--- src/rtl/fifo_memory.sv ---
// Single-clock 16x8 FIFO with registered read data and count-decoded full/empty flags.
// Full frees a slot for a write when a read is accepted on the same edge.
module fifo_memory #(
    parameter int DATA_WIDTH = 8,
    parameter int DEPTH      = 16,
    parameter int ADDR_WIDTH = 4
) (
    input  logic                  clock,
    input  logic                  reset,
    input  logic                  write_Enable,
    input  logic                  read_Enable,
    input  logic [DATA_WIDTH-1:0] buffer_Input,
    output logic [DATA_WIDTH-1:0] buffer_Output,
    output logic                  sig_Full,
    output logic                  sig_Empty
);

    localparam logic [ADDR_WIDTH:0] FULL_CNT = (ADDR_WIDTH+1)'(DEPTH);

    logic [DATA_WIDTH-1:0] mem [DEPTH];
    logic [ADDR_WIDTH-1:0] wr_ptr;
    logic [ADDR_WIDTH-1:0] rd_ptr;
    logic [ADDR_WIDTH:0]   count;
    logic                  wr_acc;
    logic                  rd_acc;

    assign sig_Full  = (count == FULL_CNT);
    assign sig_Empty = (count == '0);
    assign rd_acc    = read_Enable && !sig_Empty;
    assign wr_acc    = write_Enable && (!sig_Full || rd_acc);

    // Storage is deliberately left out of reset; pointers and count define validity.
    always_ff @(posedge clock) begin
        if (wr_acc && !reset)
            mem[wr_ptr] <= buffer_Input;
    end

    always_ff @(posedge clock or posedge reset) begin
        if (reset) begin
            wr_ptr        <= '0;
            rd_ptr        <= '0;
            count         <= '0;
            buffer_Output <= '0;
        end else begin
            if (wr_acc)
                wr_ptr <= wr_ptr + 1'b1;
            if (rd_acc) begin
                buffer_Output <= mem[rd_ptr];
                rd_ptr        <= rd_ptr + 1'b1;
            end
            case ({wr_acc, rd_acc})
                2'b10:   count <= count + 1'b1;
                2'b01:   count <= count - 1'b1;
                default: count <= count;
            endcase
        end
    end

endmodule

--- config.mk ---
export PLATFORM = sky130hd
export DESIGN_NAME = fifo_memory
export DESIGN_NICKNAME = d
export VERILOG_FILES = /design/src/rtl/fifo_memory.sv
export SDC_FILE = /design/constraint.sdc
export NUM_CORES = 1
export LEC_CHECK = 0
export CELL_PAD_IN_SITES_DETAIL_PLACEMENT = 0
export CELL_PAD_IN_SITES_GLOBAL_PLACEMENT = 1
export CORE_ASPECT_RATIO = 2
export CORE_MARGIN = 2
export CORE_UTILIZATION = 48
export DETAILED_ROUTE_END_ITERATION = 10
export PLACE_DENSITY_LB_ADDON = 0.3
export RECOVER_POWER = 100
export SLEW_MARGIN = 20
export SYNTH_ARGS = -nofsm -noshare
export SYNTH_HDL_FRONTEND = slang
export SYNTH_SLANG_ARGS = --single-unit
--- constraint.sdc ---
create_clock -name clock -period 2.34 [get_ports clock]
set_input_delay 0.234 -clock clock [delete_from_list [all_inputs] [get_ports clock]]
set_output_delay 0.234 -clock clock [all_outputs]
set_load 0.005 [all_outputs]
==> impl_metrics.env <==
export IMPL_yosys_warnings=0
export IMPL_floorplan_initialDensity_pct=49.2
export IMPL_synth_compound_area_share_pct=2.84
export IMPL_switching_power_uw=2380
export IMPL_htree_levels=4
export IMPL_coreArea_um2=12200
export IMPL_critPathMaxStageDelay_ns=0.56
export IMPL_hp_class="flop to flop"
export IMPL_maxCapViolCount=0
export IMPL_synth_edf_count=128
export IMPL_p_sw_share_pct=27.5
export IMPL_max_slew_worst_pin_slew_ns=1.29
export IMPL_dr_first_iter_drc_count=178
export IMPL_internal_power_uw=6260
export IMPL_antenna_found_initial=0
export IMPL_r2r_start="count[1]"
export IMPL_yosys_area_top_type="edfxtp_1"
export IMPL_seq_power_share_pct=38.9
export IMPL_worst_setup_path_end_kind="flop"
export IMPL_finalClockSkew_ns=0.00949
export IMPL_finalCriticalPeriod_ns=2.50
export IMPL_fp_row_count=57
export IMPL_route_detailed_drc=0
export IMPL_clk_latency_ns=0.42
export IMPL_fmax_mhz=401
export IMPL_grt_overflow=0
export IMPL_path_cells="or4_4 -> o21ai_4 -> nor2_4 -> ha_4 -> nor2b_1 -> o21a_1 -> or2_4 -> o32a_1 -> o211ai_1"
export IMPL_criticalPathCategory="flop to flop"
export IMPL_dp_hpwl_um=7820
export IMPL_r2r_slack_ns=-0.16
export IMPL_powerDensity_nw_per_um2=1190
export IMPL_dp_cells=503
export IMPL_netlist_instances=311
export IMPL_regToRegEndpoint="count[4]"
export IMPL_seq_area_frac_synth_pct=72.8
export IMPL_slew_headroom_pct=13.9
export IMPL_synth_area_top_cells="edfxtp_1 (64%), mux4_2 (12%), dfrtp_1 (8.8%), mux2i_1 (2.8%), ha_1 (1.7%)"
export IMPL_p_comb_share_pct=27.6
export IMPL_drtAntennaViolNets=0
export IMPL_ys_types=36
export IMPL_synth_seq_cells=149
export IMPL_synth_top_cell_area_share_pct=64.1
export IMPL_die_area_um2=13500
export IMPL_grt_pass1_vias=3294
export IMPL_timing_final_crit_share_pct=107
export IMPL_p_clk_share_pct=33.4
export IMPL_arrival_ns=2.82
export IMPL_netlist_area_um2=6000
export IMPL_final_nets=397
export IMPL_gp_congestion=0.793
export IMPL_holdPathStages=2
export IMPL_vias=3044
export IMPL_setup_viol=1
export IMPL_cts_buffers=17
export IMPL_dp_worst_setup_slack_ns=-0.182
export IMPL_synth_nets=332
export IMPL_crit_slowest_cell="or4_4"
export IMPL_cts_buffer_depth=2
export IMPL_p_leak_uw=0.00257
export IMPL_hp_start="buffer_Output[3]"
export IMPL_avgSynthCellArea_um2=19.3
export IMPL_drive_gt1_share_pct=28.0
export IMPL_firstDrtPassIters=6
export IMPL_crit_fanout=5
export IMPL_synth_main_ff_cell="edfxtp_1"
export IMPL_grt_pass1_wl_um=18500
export IMPL_hold_end="buffer_Output[3]"
export IMPL_async_flop_share_pct=14.1
export IMPL_fp_dieH_um=162
export IMPL_io_pins=22
export IMPL_violations="negative setup slack"
export IMPL_cts_root_buf="clkbuf_16"
export IMPL_layout_setup_ws_ns=-0.156
export IMPL_worstSetupStartpointType="flop"
export IMPL_startpoint="count[1]"
export IMPL_ir_drop_mv=0.970
export IMPL_cts_tree="yes"
export IMPL_ctsResizeCount=0
export IMPL_synth_top_family_by_area="multiplexers"
export IMPL_path_clk_slew_ns=0.06
export IMPL_io_buffers=21
export IMPL_fin_cells=536
export IMPL_finalMaxSlewViolations=0
export IMPL_worstRegToRegCells=9
export IMPL_hold_viol_final=0
export IMPL_rsz0062_at_grt="true"
export IMPL_yosys_area_share_simple_pct=4.17
export IMPL_cp_required_ns=2.67
export IMPL_grt_total_usage_pct=18.9
export IMPL_post_drt_wl_per_cell_um=21.5
export IMPL_viasPerCell=5.68
export IMPL_synthMuxAreaShare_pct=15.3
export IMPL_synth_adder_area_share_pct=2.00
export IMPL_grt_max_degree=36
export IMPL_cts_sink_count=149
export IMPL_n_antenna_cell=0
export IMPL_synth_xor_area_share_pct=1.31
export IMPL_syn2layout_area_growth_pct=21.0
export IMPL_finalWirelength_um=11500
export IMPL_die_x_um=83.1
export IMPL_power_total_uw=8640
export IMPL_run_status="finished, violations left"
==> how the worst max path moves through the flow <==
stage	depth (start not counted)	slack [ns]	endpoint
6_report	9	-0.16	count[4]
5_1_grt	9	-0.28	count[4]
4_1_cts	9	-0.18	count[4]
3_5_place_dp	9	-0.18	count[4]
3_3_place_gp	9	-0.13	count[4]
2_1_floorplan	9	-0.14	count[4]
==> state kept, by name, indices dropped and copies added (netlist names) <==
register       count
wr_ptr             4
buffer_Output      8
mem              128
count              5
rd_ptr             4
==> metal layers <==
layer	vias up	GRT usage (%)	wire [um]	part of all wire (%)
met5	-	0	0	0
met4	0	7.75	216	1.9
met3	17	4.93	371	3.2
met2	69	34.9	6800	59
met1	1594	20.3	4130	36
li1	1364	-	-	-
==> through the flow <==
step	instance area [um^2]	hold WS, ns	TNS, ns	util [%]
CTS	7290	0.294	-0.177	59.8
finish	7260	0.484	-0.156	59.5
floorplan	6030	0.219	-0.137	-
global placement	6650	0.476	-0.132	54.5
detailed placement	6650	0.476	-0.182	54.5
global route	7260	0.530	-1.07	59.5
==> cells by family after synthesis <==
kind of cell	Yosys count
AOI/OAI and AO/OA	20
xor gates and xnor gates	9
adders and majority gates	9
buffers and inverters	20
DFF	149
muxes	51
and+or+nand+nor	53
==> final cells by class <==
cell class	count	area [um^2]
fill	885	4940
sequential	149	4370
multi-input combinational	142	1550
timing repair buffer	59	493
clock buffer	19	443
clock inverter	13	193
tap	147	184
inverter	7	26.3
==> power groups by stage <==
stage | logic [uW] | registers [uW] | clock network, uW
after floorplan | 1670 | 3410 | 0
after global placement | 2450 | 3410 | 0
after detailed placement | 2490 | 3430 | 0
after CTS | 2500 | 3380 | 2940
after global routing | 2610 | 3410 | 3060
final | 2390 | 3370 | 2890
==> cells in the mapped netlist (2+ instances only) <==
library cell and instances:
edfxtp_1 128, mux4_2 32, dfrtp_1 21, nand2_1 20
nor2_1 18, mux2i_1 17, o221ai_1 9, xnor2_1 9
ha_1 8, buf_2 7, inv_1 7, clkbuf_1 4
mux2_4 2, nand3_1 2, nor2_2 2, nor2b_1 2
o21a_1 2, o21ai_0 2, or2_2 2
==> worst max-delay path, delay by kind of cell (launching register included) <==
kind	cells	cell delay, ns
compound gates	4	0.80
fa+ha+maj	1	0.23
flops	1	0.38
simple gates	4	1.00
==> cells in the final DEF (no fill, tap or decap), types with 2 or more instances in the layout <==
| cell | n |
|---|---|
| dfrtp_1 | 20 |
| xnor2_1 | 9 |
| nand2_1 | 21 |
| o221ai_1 | 9 |
| ha_1 | 7 |
| buf_4 | 33 |
| clkbuf_16 | 17 |
| a21oi_1 | 2 |
| clkinv_4 | 2 |
| clkbuf_1 | 5 |
| o21a_1 | 2 |
| dlygate4sd3_1 | 17 |
| mux2i_1 | 17 |
| clkdlybuf4s50_1 | 4 |
| clkinvlp_4 | 2 |
| mux4_2 | 32 |
| nand3_1 | 2 |
| bufinv_16 | 4 |
| o21ai_0 | 2 |
| inv_6 | 4 |
| nor2b_1 | 2 |
| inv_1 | 7 |
| nor2_1 | 18 |
| mux2_4 | 2 |
| edfxtp_1 | 128 |
==> what timing repair did <==
item,4_1_cts,5_1_grt
gates cloned,0,0
setup buffers,1,0
hold buffers,0,0
setup endpoints to repair,1,4
pin swaps,1,0
No activity file was read; power rests on OpenSTA's default activity.
